`config.mk`:
```
export PLATFORM = sky130hd
export DESIGN_NAME = avgpool_seq
export DESIGN_NICKNAME = d
export VERILOG_FILES = /design/src/rtl/avgpool_seq_pkg.sv /design/src/rtl/avgpool_seq_issuer.sv /design/src/rtl/avgpool_seq.sv
export SDC_FILE = /design/constraint.sdc
export NUM_CORES = 1
export LEC_CHECK = 0
export CAP_MARGIN = 20
export CORE_UTILIZATION = 55
export DETAILED_ROUTE_END_ITERATION = 7
export PLACE_DENSITY = 0.83
export RECOVER_POWER = 25
export SLEW_MARGIN = 0
export SYNTH_ARGS = -nofsm -noshare
export SYNTH_HDL_FRONTEND = slang
export SYNTH_HIERARCHICAL = 1
export SYNTH_SLANG_ARGS = --single-unit
```
`constraint.sdc`:
```
create_clock -name clk -period 4.88 [get_ports clk]
set_input_delay 0.976 -clock clk [delete_from_list [all_inputs] [get_ports clk]]
set_output_delay 0.976 -clock clk [all_outputs]
set_load 0.03 [all_outputs]
```
`src/rtl/avgpool_seq_pkg.sv`:
```
// avgpool_seq shared constants: VPU command layout, subops, registers, states.
// Used by avgpool_seq and vpu_cmd_issuer.
package avgpool_seq_pkg;

  localparam logic [7:0] OPC_VPU   = 8'h02;
  localparam logic [7:0] SUB_LOAD  = 8'h30;
  localparam logic [7:0] SUB_STORE = 8'h31;
  localparam logic [7:0] SUB_SUM   = 8'h20;
  localparam logic [7:0] SUB_ADDI  = 8'h11;
  localparam logic [7:0] SUB_SRA   = 8'h12;

  localparam int OFF_OPC  = 120;
  localparam int OFF_SUB  = 112;
  localparam int OFF_VD   = 107;
  localparam int OFF_VS1  = 102;
  localparam int OFF_VS2  = 97;
  localparam int OFF_ADDR = 76;
  localparam int OFF_IMM  = 0;

  localparam logic [4:0] VR_SRC = 5'd0;
  localparam logic [4:0] VR_ACC = 5'd1;
  localparam logic [4:0] VR_NONE = 5'd0;

  localparam logic [3:0] ST_IDLE  = 4'd0;
  localparam logic [3:0] ST_LOAD  = 4'd1;
  localparam logic [3:0] ST_SUM   = 4'd2;
  localparam logic [3:0] ST_ROUND = 4'd3;
  localparam logic [3:0] ST_SHIFT = 4'd4;
  localparam logic [3:0] ST_STORE = 4'd5;
  localparam logic [3:0] ST_NEXT  = 4'd6;
  localparam logic [3:0] ST_FIN   = 4'd7;

  localparam logic [1:0] IS_IDLE  = 2'd0;
  localparam logic [1:0] IS_ISSUE = 2'd1;
  localparam logic [1:0] IS_WAIT  = 2'd2;

  function automatic logic is_cmd_st(
    input logic [3:0] s
  );
    return s == ST_LOAD || s == ST_SUM ||
           s == ST_ROUND || s == ST_SHIFT ||
           s == ST_STORE;
  endfunction

  function automatic logic [127:0] mk_cmd(
    input logic [7:0]  sub,
    input logic [4:0]  vd,
    input logic [4:0]  vs1,
    input logic [4:0]  vs2,
    input logic [19:0] addr,
    input logic [15:0] imm
  );
    logic [127:0] c;
    c = '0;
    c[OFF_OPC +: 8]   = OPC_VPU;
    c[OFF_SUB +: 8]   = sub;
    c[OFF_VD +: 5]    = vd;
    c[OFF_VS1 +: 5]   = vs1;
    c[OFF_VS2 +: 5]   = vs2;
    c[OFF_ADDR +: 20] = addr;
    c[OFF_IMM +: 16]  = imm;
    return c;
  endfunction

endpackage

```
`src/rtl/avgpool_seq_issuer.sv`:
```
// vpu_cmd_issuer: drives one VPU command through ISSUE/WAIT.
// Watchdog aborts a command that stalls for WDOG_CYC cycles.
module vpu_cmd_issuer
  import avgpool_seq_pkg::*;
#(
  parameter int WDOG_CYC = 1024
) (
  input  logic         clk,
  input  logic         rst_n,
  input  logic         start,
  input  logic [127:0] cmd,
  output logic         fin,
  output logic         timeout,
  output logic [127:0] vpu_cmd,
  output logic         vpu_cmd_valid,
  input  logic         vpu_cmd_ready,
  input  logic         vpu_cmd_done
);

  localparam int WD_W = $clog2(WDOG_CYC + 1);

  logic [1:0]      st;
  logic [WD_W-1:0] wd;
  logic            act;
  logic            acc;
  logic            stop;

  assign act  = st == IS_ISSUE || st == IS_WAIT;
  assign acc  = st == IS_ISSUE && vpu_cmd_ready;
  assign fin  = (acc && vpu_cmd_done) ||
                (st == IS_WAIT && vpu_cmd_done);
  assign timeout = act && !fin &&
                   wd == WD_W'(WDOG_CYC - 1);
  assign stop = fin || timeout;
  assign vpu_cmd_valid = st == IS_ISSUE;

  always_ff @(posedge clk) begin
    if (!rst_n) begin
      st      <= IS_IDLE;
      wd      <= '0;
      vpu_cmd <= '0;
    end else begin
      unique case (1'b1)
        !act: begin
          if (start) begin
            st      <= IS_ISSUE;
            wd      <= '0;
            vpu_cmd <= cmd;
          end
        end
        stop: st <= IS_IDLE;
        acc && !stop: begin
          st <= IS_WAIT;
          wd <= wd + WD_W'(1);
        end
        default: wd <= wd + WD_W'(1);
      endcase
    end
  end

endmodule

```
`src/rtl/avgpool_seq.sv`:
```
// avgpool_seq: per window LOAD -> SUM -> [ADDI] -> SRA -> STORE.
// Define AVGPOOL_SEQ_ROUND_EN for round-half-up via ADDI.
module avgpool_seq
  import avgpool_seq_pkg::*;
#(
  parameter int SRAM_ADDR_W = 20,
  parameter int CNT_W       = 16,
  parameter int WDOG_CYC    = 1024
) (
  input  logic                   clk,
  input  logic                   rst_n,
  input  logic                   job_valid,
  output logic                   job_ready,
  input  logic [SRAM_ADDR_W-1:0] job_src,
  input  logic [SRAM_ADDR_W-1:0] job_dst,
  input  logic [CNT_W-1:0]       job_count,
  input  logic [3:0]             job_shift,
  output logic                   job_done,
  output logic                   job_err,
  output logic                   busy,
  output logic [127:0]           vpu_cmd,
  output logic                   vpu_cmd_valid,
  input  logic                   vpu_cmd_ready,
  input  logic                   vpu_cmd_done
);

  logic [3:0]             st;
  logic [3:0]             st_nx;
  logic [SRAM_ADDR_W-1:0] src;
  logic [SRAM_ADDR_W-1:0] dst;
  logic [CNT_W-1:0]       rem;
  logic [3:0]             shift;
  logic                   launch;
  logic                   fin;
  logic                   timeout;
  logic                   in_cmd;
  logic                   round_on;
  logic [15:0]            rnd_imm;
  logic [127:0]           cmd;

  assign job_ready = st == ST_IDLE;
  assign busy      = !job_ready;
  assign job_done  = st == ST_FIN;
  assign in_cmd    = is_cmd_st(st);
  assign rnd_imm   = 16'(1) << (shift - 4'd1);

`ifdef AVGPOOL_SEQ_ROUND_EN
  assign round_on = shift != 4'd0;
`else
  assign round_on = 1'b0;
`endif

  always_comb begin
    cmd = '0;
    unique case (st)
      ST_LOAD: cmd = mk_cmd(SUB_LOAD, VR_SRC,
        VR_NONE, VR_NONE, 20'(src), 16'd0);
      ST_SUM: cmd = mk_cmd(SUB_SUM, VR_ACC,
        VR_SRC, VR_NONE, 20'd0, 16'd0);
      ST_ROUND: cmd = mk_cmd(SUB_ADDI, VR_ACC,
        VR_ACC, VR_NONE, 20'd0, rnd_imm);
      ST_SHIFT: cmd = mk_cmd(SUB_SRA, VR_ACC,
        VR_ACC, VR_NONE, 20'd0, {12'd0, shift});
      ST_STORE: cmd = mk_cmd(SUB_STORE, VR_NONE,
        VR_ACC, VR_NONE, 20'(dst), 16'd0);
      default: cmd = '0;
    endcase
  end

  always_comb begin
    st_nx = st;
    unique case (st)
      ST_IDLE: begin
        if (job_valid)
          st_nx = (job_count == '0) ? ST_FIN : ST_LOAD;
      end
      ST_LOAD:  if (fin) st_nx = ST_SUM;
      ST_SUM: begin
        if (fin) st_nx = round_on ? ST_ROUND : ST_SHIFT;
      end
      ST_ROUND: if (fin) st_nx = ST_SHIFT;
      ST_SHIFT: if (fin) st_nx = ST_STORE;
      ST_STORE: if (fin) st_nx = ST_NEXT;
      ST_NEXT: begin
        st_nx = (rem == CNT_W'(1)) ? ST_FIN : ST_LOAD;
      end
      default: st_nx = ST_IDLE;
    endcase
    if (in_cmd && timeout) st_nx = ST_FIN;
  end

  always_ff @(posedge clk) begin
    if (!rst_n) begin
      st      <= ST_IDLE;
      src     <= '0;
      dst     <= '0;
      rem     <= '0;
      shift   <= '0;
      job_err <= 1'b0;
      launch  <= 1'b0;
    end else begin
      st     <= st_nx;
      launch <= st_nx != st && is_cmd_st(st_nx);
      if (job_valid && job_ready) begin
        src     <= job_src;
        dst     <= job_dst;
        rem     <= job_count;
        shift   <= job_shift;
        job_err <= 1'b0;
      end
      if (st == ST_NEXT) begin
        src <= src + SRAM_ADDR_W'(1);
        dst <= dst + SRAM_ADDR_W'(1);
        rem <= rem - CNT_W'(1);
      end
      if (in_cmd && timeout) job_err <= 1'b1;
    end
  end

  vpu_cmd_issuer #(
    .WDOG_CYC(WDOG_CYC)
  ) u_issuer (
    .clk          (clk),
    .rst_n        (rst_n),
    .start        (launch),
    .cmd          (cmd),
    .fin          (fin),
    .timeout      (timeout),
    .vpu_cmd      (vpu_cmd),
    .vpu_cmd_valid(vpu_cmd_valid),
    .vpu_cmd_ready(vpu_cmd_ready),
    .vpu_cmd_done (vpu_cmd_done)
  );

endmodule

```
==> results of run 1 <==
per-stage QoR:
step	area (um^2)	hold WS, ns	cells	util	total power (uW)
after CTS	12700	0.449	1662	0.740	4040
final	12700	0.451	1662	0.740	4010
after floorplan	9950	0.420	1276	-	2120
after detailed placement	11900	0.437	1623	0.695	2300
after global placement	11900	0.430	1623	0.695	2290
after global routing	12700	0.465	1662	0.740	4150
worst paths after layout:
path / cells past startpoint / start / to / slack, ns
worst min register to register: 2 / u_issuer/wd[10] / u_issuer/wd[10] / 0.45
worst max-delay path: 6 / u_issuer/st[0] / u_issuer/vpu_cmd[0] / 0.94
worst max register to register: 6 / u_issuer/st[0] / u_issuer/vpu_cmd[0] / 0.94
worst min-delay path: 2 / u_issuer/wd[10] / u_issuer/wd[10] / 0.45
power groups by stage:
stage	clock [uW]	sequential, uW	combinational (uW)
6_report	1750	1810	452
5_1_grt	1850	1820	490
3_3_place_gp	0	1840	446
4_1_cts	1780	1810	452
3_5_place_dp	0	1840	450
2_1_floorplan	0	1880	234
final cells by class:
class / instances / area share
clock buffer: 32 / 0.0543
timing repair buffer: 208 / 0.162
sequential: 207 / 0.326
multi-input combinational: 965 / 0.424
inverter: 18 / 0.00532
tap: 225 / 0.0222
clock inverter: 7 / 0.00670
critical path, delay by kind of cell (launching register included):
kind            cells  cell delay, ns
fa+ha+maj           1            0.43
buf+inv             2            0.81
compound gates      1            0.19
simple gates        2            2.08
flops               1            0.33
placed cells by master, fill, tap and decap left out, types with 11 or more instances in the layout:
cell type	Yosys	routed
a21oi_1	52	53
a22o_1	20	20
nor4_1	15	14
or3_1	12	12
conb_1	1	86
nor2_1	44	44
inv_1	17	17
nand3_1	29	29
nand2_1	315	314
o211ai_1	11	11
nor3_1	20	19
a21boi_1	31	18
o21ai_0	19	19
or4_1	21	21
a21boi_0	100	113
nand4_1	15	15
a31oi_1	19	19
buf_4	0	12
dlygate4sd3_1	0	15
dfxtp_1	207	207
clkdlybuf4s50_1	0	181
clkbuf_16	0	23
flip-flops by register name, summed over array words and instances (netlist names):
register / flops
st: 4
launch: 1
u_issuer/vpu_cmd: 128
dst: 20
u_issuer/wd: 11
u_issuer/st: 2
job_err: 1
rem: 16
src: 20
shift: 4
metal layers:
metal | part of all wire | GRT usage
met1 | 0.44 | 0.373
met2 | 0.47 | 0.452
met3 | 0.069 | 0.0321
met4 | 0.020 | 0.0780
met5 | 0 | 0
cell families after synthesis:
group           count (synthesis)  synth area share
compound gates                337             0.254
fa+ha+maj                       7           0.00909
buf+inv                       104            0.0451
flops                         207             0.430
mux                             2           0.00221
other cells                     1          0.000389
simple gates                  533             0.259
==> impl_results.md, run 1 <==
- Yosys warnings: 6
- Most area-hungry cell type in the Yosys netlist: dfxtp_1
- Die area: 18,000 um^2
- Worst slew pin tran: around 2.6 ns
- Critical Path RT: 5.29 ns
- Setup TNS: 0 ns
- Post-place setup slack: 1.52 ns
- Number of global-route vias before repair: a little over 8,000
- IO Port Bufs: 197
- Cts bufs inserted: 22
- Row count: 48
- CTS clk-pin slew, worst paths: 0.06 ns
- EDFF count, synth: 0
- Area Overhead vs Synth: 31.8%
- Min cycle time layout: 3.94 ns
- CTS sink cnt: 207
- Switching Power: 994 uW
- Total number of vias: 9,303
- Unrepaired setup endpoints after global routing: false
- Total track usage: 0.273
- Clock share of power: 0.437
- Setup Buffers After CTS: 0
- Register area: 4140 um^2
- Arr. time, crit path: 4.35 ns
- Final Cycle Share: 0.807
- GRT overflow: 0
- CTS tree: done
- Count leader, synth: nand2_1
- Ys async rst share: 0
- Clk buf depth: 3
- Pin count of the biggest net entering global routing: 92
- Root buf cell: clkbuf_16
- Die height: 134 um
- Status: complete, but fails checks
- Failing checks: max-capacitance violations, max-slew violations
- Max IR drop VDD: 0.259 mV
- Headroom to the max-slew limit: -0.740
- Inserted Diodes: 0
- Final nets: approximately 1,500
- Most used flip-flop cell after synthesis: dfxtp_1
- Final Skew: between 0.006 and 0.007 ns
- Kind of end point of the critical path: flop
- Antenna-violating nets left: 0
- Startpoint Class: flop
- Flop pwr share: 0.451
- P_int: 3020 uW
- Seq/Total Area, Yosys: 0.430
- Drt first pass iters: 7
- Post-route DRC: 0
- Die Wd: 134 um
- Pins Over Slew Limit: 73
- Final setup vio count: 0
- First-pass GRT wire length: 41,000 um
- Distinct cells, synth: 73
- Via density: 5.60
- Critical path's largest stage delay: around 1.9 ns
- Post-Synthesis Cell Area: 9630 um^2
- Fin worst setup slack: between 0.9 and 1 ns
- Multi-input logic area: roughly 5400 um^2
- Power per cell area: approximately 320 nW/um^2
- Post-Route WL: 25,200 um
- Achievable frequency: 254 MHz
- GPL Wtd Cong: 0.886
- Top cells by area, synth: dfxtp_1 43%, nand2_1 12%, a21boi_0 7.8%
- Pleak: 0.00441 uW
- Starting Density: 0.561
- WS Path Type: flop to flop
- CTS resizes: 0
- Area of the core: 17,200 um^2
- Share of post-route cells with drive strength above 1: 0.0473
- # IOs: 198
- Cts hold-fix bufs: 0
- Hold Vio Cnt, Final: 0
- Cells after Synth: 1,191
- Clock latency on the worst-skew pair: 0.49 ns
- Synth cell count leaders: 315 x nand2_1, 207 x dfxtp_1, 100 x a21boi_0
- Post-DP HPWL: ~17,000 um
- Avg WL per Cell: roughly 15 um
- Mapped Avg Cell Area: 8.09 um^2
- Filler Cell Count: 1,378
- Max FO, Critical Path: 72
- HP Class: flop to flop
- Gate power share: 0.113
- H-tree levels: 1
- Crit path cell chain: inv_1 -> ha_1 -> and2_1 -> buf_4 -> nand2_1 -> a21boi_0
- Initial antenna violation count: 0
- Max Cap Violations: 1
- DR iter-0 viols: 724
- Switching part of the total: 0.248
- Highest-delay cell along the critical path: and2_1
- Synth Register Bits: approximately 210
- Top cell type's share of synthesized area: 0.430
Power figures use the tool's default switching activity.
==> run 2, diff against run 1 <==
Settings changed: CORE_UTILIZATION 55 to 53, PLACE_DENSITY 0.83 to 0.8.
Clock period 4.88 ns to 3.7 ns, I/O delays scaled along.
==> run 2 against run 1 <==
  * The run still ends with max-capacitance violations, max-slew violations left
  * Critical path depth unchanged
  * Sequential power up 32%
  * Flip-flop and latch count unchanged
  * Combinational power up 34%
  * Count of clock-buffer cells in the layout up 2
  * Die area up 3.7%
  * Global-route usage down 1.0 points
==> impl_results.md, run 2 (synthesis gave the netlist of run 1 again) <==
- H-tree levels: 1 (unchanged)
- Cell mode on critical path: nand2_1
- Most common cell after layout, fill and taps aside: nand2_1
- Highest-delay cell along the critical path: nand2_1
- Clk buf depth: 3 (unchanged)
- Number of global-route vias before repair: 8,188 (-0.41%)
- CTS clk-pin slew, worst paths: 0.06 ns (about the same)
- Cts hold-fix bufs: 0 (unchanged)
- Max IR drop VDD: 0.324 mV (+25%)
- Max Cap Violations: 1 (unchanged)
- Inserted Diodes: 0 (unchanged)
- Achievable frequency: 322 MHz (+27%)
- Final design utilization: 0.724 (-0.0156)
- Unrepaired setup endpoints after global routing: false
- Pins Over Slew Limit: 63 (-14%)
- Hold Vio Cnt, Final: 0 (unchanged)
- Area Overhead vs Synth: 31.8% (about the same)
- Pin count of the biggest net entering global routing: 117 (+27%)
- Die height: 137 um (+1.8%)
- Setup TNS: 0 ns (unchanged)
- Area of the core: 17,500 um^2 (+2.1%)
- Initial antenna violation count: 0 (unchanged)
- Multi-input logic area: 5390 um^2 (+0.12%)
- Max FO, Critical Path: 67 (-6.9%)
- Critical Path RT: 4.10 ns (-1.19 ns)
- Final Skew: 0.00883 ns (+0.00231 ns)
- Most frequent cells in the layout: 315 x nand2_1, 207 x dfxtp_1, 195 x clkdlybuf4s50_1
- Largest Register: u_issuer/vpu_cmd
- GPL Wtd Cong: 0.866 (-2.2%)
- Final setup vio count: 0 (unchanged)
- Total track usage: 0.263 (-0.0102)
- Arr. time, crit path: 3.50 ns (-0.85 ns)
- Share of post-route cells with drive strength above 1: 0.0438 (-0.00354)
- Root buf cell: clkbuf_16
- Post-place setup slack: 0.963 ns (-0.556 ns)
- Clock latency on the worst-skew pair: 0.50 ns (about the same)
- Fin worst setup slack: 0.597 ns (-0.346 ns)
- Largest regs: u_issuer/vpu_cmd (128), dst (20), src (20)
- WP buf/inv: 2 (unchanged)
- Min cycle time layout: 3.10 ns (-0.834 ns)
- Inst Count DP: 1,626 (+0.18%)
- Crit path cell chain: inv_1 -> ha_1 -> nand2_1 -> buf_12 -> nand2_1 -> a21boi_0
- Post-DP HPWL: 16,900 um (about the same)
- Kind of end point of the critical path: flop
- Power per cell area: 405 nW/um^2 (+28%)
- Post-route DRC: 0 (unchanged)
- Die area: 18,700 um^2 (+3.7%)
- Row count: 48 (unchanged)
- Startpoint Class: flop
- Failing checks: max-capacitance violations, max-slew violations
- Die Wd: 137 um (+1.8%)
- Register area: 4140 um^2 (unchanged)
- Via density: 5.59 (-0.22%)
- Post-Route WL: 25,300 um (+0.54%)
- Avg WL per Cell: 15.2 um (+0.42%)
- Pleak: 0.00435 uW (-1.4%)
- CTS tree: done
- HP Class: flop to flop
- Final nets: 1,497 (+0.20%)
- Filler Cell Count: 1,408 (+2.2%)
- Setup Buffers After CTS: 0 (unchanged)
- CTS sink cnt: 207 (unchanged)
- CTS resizes: 0 (unchanged)
- Starting Density: 0.549 (-0.0115)
- Cts bufs inserted: 22 (unchanged)
- Total number of vias: 9,294 (-0.097%)
- Non-Filler Instances: 1,664 (+0.12%)
- # IOs: 198 (unchanged)
- DR iter-0 viols: 791 (+9.3%)
- WS Path Type: flop to flop
- Antenna-violating nets left: 0 (unchanged)
- IO Port Bufs: 197 (unchanged)
- GRT overflow: 0 (unchanged)
- Largest register FFs: 128 (unchanged)
- Status: complete, but fails checks
- Critical path's top delay family: simple AND/OR/NAND/NOR gates
- Drt first pass iters: 5 (-2)
- Headroom to the max-slew limit: -0.407 (+0.332)
- Worst slew pin tran: 2.11 ns (-0.504 ns)
- Critical path's largest stage delay: 1.52 ns (-0.42 ns)
- Final Cycle Share: 0.839 (+0.0318)
- First-pass GRT wire length: 40,000 um (-2.3%)
run 2: cell types whose count changed in the layout (fill, tap and decap cells not counted), sizes merged:
cell / change
buf: +2
bufinv: -1
clkbuf: +3
clkdlybuf4s50: +14
clkinv: -2
dlygate4sd3: -14
run 2: worst register-to-register path, cell delays in order, from the launching register on:
cell	delay, ns
dfxtp_1	0.33
inv_1	0.07
ha_1	0.38
nand2_1	1.52
buf_12	0.38
nand2_1	0.12
a21boi_0	0.22
run 2: cell type report:
class / count / area share
Tap cell: 225 / 0.0222
Sequential cell: 207 / 0.326
Inverter: 18 / 0.00532
Clock inverter: 4 / 0.00384
Multi-Input combinational cell: 965 / 0.424
Timing Repair Buffer: 211 / 0.166
Clock buffer: 34 / 0.0517
run 2: report_power, final:
part	internal (uW)	total (uW)	switching, uW
clock	1290	2140	856
sequential	2310	2390	80.1
combinational	257	606	349
total	3850	5140	1290
run 2: final timing paths:
kind                   startpoint                    end  slack, ns  depth (start not counted)
max reg2reg        u_issuer/st[0]  u_issuer/vpu_cmd[116]       0.60                          6
min reg2reg  u_issuer/vpu_cmd[22]   u_issuer/vpu_cmd[22]       0.45                          2
min          u_issuer/vpu_cmd[22]   u_issuer/vpu_cmd[22]       0.45                          2
max                u_issuer/st[0]  u_issuer/vpu_cmd[116]       0.60                          6
run 2: per-layer routing:
metal | global-route usage | wire, um
met2 | 0.413 | 11500
met5 | 0 | 0
met3 | 0.0337 | 1700
met4 | 0.0928 | 767
met1 | 0.369 | 11300
run 2: metrics by stage:
stage	hold slack (ns)	area [um^2]	total power [uW]
after detailed placement	0.437	12000	3040
after global routing	0.457	12700	5320
after global placement	0.430	12000	3030
final	0.451	12700	5140
after floorplan	0.420	9950	2790
after CTS	0.448	12700	5170
==> run 3, diff against run 2 <==
Settings changed: CORE_UTILIZATION 53 to 48, PLACE_DENSITY 0.8 to 0.77.
Clock period 3.7 ns to 2.5 ns, I/O delays scaled along.
==> run 3 against run 2 <==
  * The flow now finishes without violations
  * Final area rose by 2.2%
  * Largest power group unchanged
  * Non-clock buffer count rose by 22
  * Via count rose by 0.99%
  * First-iteration DRC count fell by 18%
  * Register-to-register slack got worse by 0.43 ns
  * Wire length rose by 4.2%
  * Global-route usage fell by 1.1 points
  * Combinational power rose by 52%
  * Count of clock-buffer cells in the layout did not move
  * Critical endpoint is now vpu_cmd_valid
  * Die area rose by 10%
  * Hold slack got worse by 0.016 ns
==> impl_results.md, run 3 (synthesis gave the netlist of run 1 again) <==
- CTS tree: done
- WS Path Type: flop to output port
- Register area: 4140 um^2 (unchanged)
- Die height: 144 um (+5.0%)
- Max FO, Critical Path: 3 (-96%)
- Area Overhead vs Synth: 34.7%
- Pins Over Slew Limit: 0 (-100%)
- Max IR drop VDD: 0.493 mV (+52%)
- Post-DP HPWL: 17,900 um (+6.0%)
- FF-to-FF Start: st[3]
- R2R Path End: src[7]
- Total number of vias: 9,386 (+0.99%)
- Drt first pass iters: 5 (unchanged)
- Final Skew: 0.00877 ns (-0.0000607 ns)
- Clk buf depth: 3 (unchanged)
- Headroom to the max-slew limit: 0.435 (+0.842)
- Final hold slack: 0.435 ns (-0.0157 ns)
- H-tree levels: 1 (unchanged)
- Post-Route WL: 26,400 um (+4.2%)
- Most frequent cells in the layout: 314 x nand2_1, 207 x dfxtp_1, 193 x clkdlybuf4s50_1
- Cts bufs inserted: 23 (+4.5%)
- Largest regs: u_issuer/vpu_cmd (128), dst (20), src (20)
- Largest register FFs: 128 (unchanged)
- Post-route DRC: 0 (unchanged)
- Worst slew pin tran: 0.848 ns (-1.26 ns)
- Avg WL per Cell: 15.3 um (+0.26%)
- Inserted Diodes: 0 (unchanged)
- Largest Register: u_issuer/vpu_cmd
- Power per cell area: 606 nW/um^2 (+50%)
- Starting Density: 0.492 (-0.0576)
- First-pass GRT wire length: 42,300 um (+5.8%)
- HP Class: primary input to flop
- Area of the core: 19,600 um^2 (+12%)
- Total track usage: 0.252 (-0.0109)
- GRT overflow: 0 (unchanged)
- Kind of end point of the critical path: output port
- Hold Path Stages: 3 (+1)
- Min cycle time layout: 2.39 ns
- IO Port Bufs: 197 (unchanged)
- Register-to-Register Path Depth: 6 (unchanged)
- Antenna-violating nets left: 0 (unchanged)
- Critical Path RT: 2.00 ns (-2.10 ns)
- Setup Buffers After CTS: 0 (unchanged)
- Max Cap Violations: 0 (-1)
- Multi-input logic area: 5390 um^2 (about the same)
- Share of post-route cells with drive strength above 1: 0.0608 (+0.0170)
- Worst hold start: rst_n
- Final design utilization: 0.662 (-0.0617)
- Root buf cell: clkbuf_16
- Placed cell area: 12,200 um^2 (+2.0%)
- Achievable frequency: 418 MHz
- Clock latency on the worst-skew pair: 0.51 ns (about the same)
- Setup slack, reg-to-reg: 0.17 ns (-0.43 ns)
- GPL Wtd Cong: 0.863 (-0.36%)
- CTS resizes: 3 (+3)
- Filler Cell Count: 1,679 (+19%)
- Pleak: 0.00451 uW (+3.5%)
- Row count: 51 (+6.3%)
- CTS clk-pin slew, worst paths: 0.05 ns (about the same)
- Hold Vio Cnt, Final: 0 (unchanged)
- Final nets: 1,520 (+1.5%)
- CTS sink cnt: 207 (unchanged)
- Startpoint Class: flop
- Arr. time, crit path: 1.89 ns (-1.61 ns)
- Most common cell after layout, fill and taps aside: nand2_1
- Die Wd: 144 um (+5.0%)
- Final Cycle Share: 0.956
- Final setup vio count: 0 (unchanged)
- Worst hold path endpoint: u_issuer/wd[10]
- Cts hold-fix bufs: 0 (unchanged)
- Status: finished, final reports clean
- Setup TNS: 0 ns (unchanged)
- Die area: 20,600 um^2 (+10%)
- DR iter-0 viols: 649 (-18%)
- Unrepaired setup endpoints after global routing: false
- Number of global-route vias before repair: 8,652 (+5.7%)
- # IOs: 198 (unchanged)
- Initial antenna violation count: 0 (unchanged)
- Via density: 5.43 (-2.9%)
- Final instance area: 13,000 um^2 (+2.2%)
- Pin count of the biggest net entering global routing: 102 (-13%)
==> run 3: metal layers <==
layer  routed length [um]  GRT usage
met5                    0          0
met4                  946      0.113
met3                 1930     0.0397
met2                11900      0.407
met1                11600      0.330
==> run 3: worst max-delay path, cell delays in order, from the launching register on <==
cell             delay [ns]
dfxtp_1                0.32
inv_1                  0.08
ha_1                   0.24
clkdlybuf4s50_1        0.74
==> run 3: stage by stage <==
| step | setup slack (ns) | total power, uW | std cells |
|---|---|---|---|
| 2_1_floorplan | 0.541 | 4130 | 1276 |
| 3_3_place_gp | 0.282 | 4510 | 1688 |
| 6_report | 0.110 | 7860 | 1730 |
| 5_1_grt | 0.0305 | 8160 | 1730 |
| 4_1_cts | 0.0824 | 7930 | 1730 |
| 3_5_place_dp | 0.261 | 4520 | 1688 |
==> run 3: worst max-delay path by stage <==
stage	startpoint	endpoint	slack (ns)	cells past startpoint
2_1_floorplan	u_issuer/st[1]	launch	0.54	8
6_report	u_issuer/st[1]	vpu_cmd_valid	0.11	3
4_1_cts	u_issuer/st[1]	vpu_cmd_valid	0.08	3
3_3_place_gp	vpu_cmd_ready	st[2]	0.28	8
5_1_grt	u_issuer/st[1]	vpu_cmd_valid	0.03	3
3_5_place_dp	vpu_cmd_ready	st[1]	0.26	8
==> run 3: final cells by class <==
type | instances | share of cell area
clock buffer | 34 | 0.0514
clock inverter | 8 | 0.00752
inverter | 18 | 0.00521
multi-input combinational | 965 | 0.415
sequential | 207 | 0.319
tap | 265 | 0.0256
timing repair buffer | 233 | 0.175
==> run 3: power breakdown <==
part	total (uW)	switching [uW]	internal [uW]
Sequential	3530	111	3420
Clock	3410	1350	2050
Combinational	924	534	391
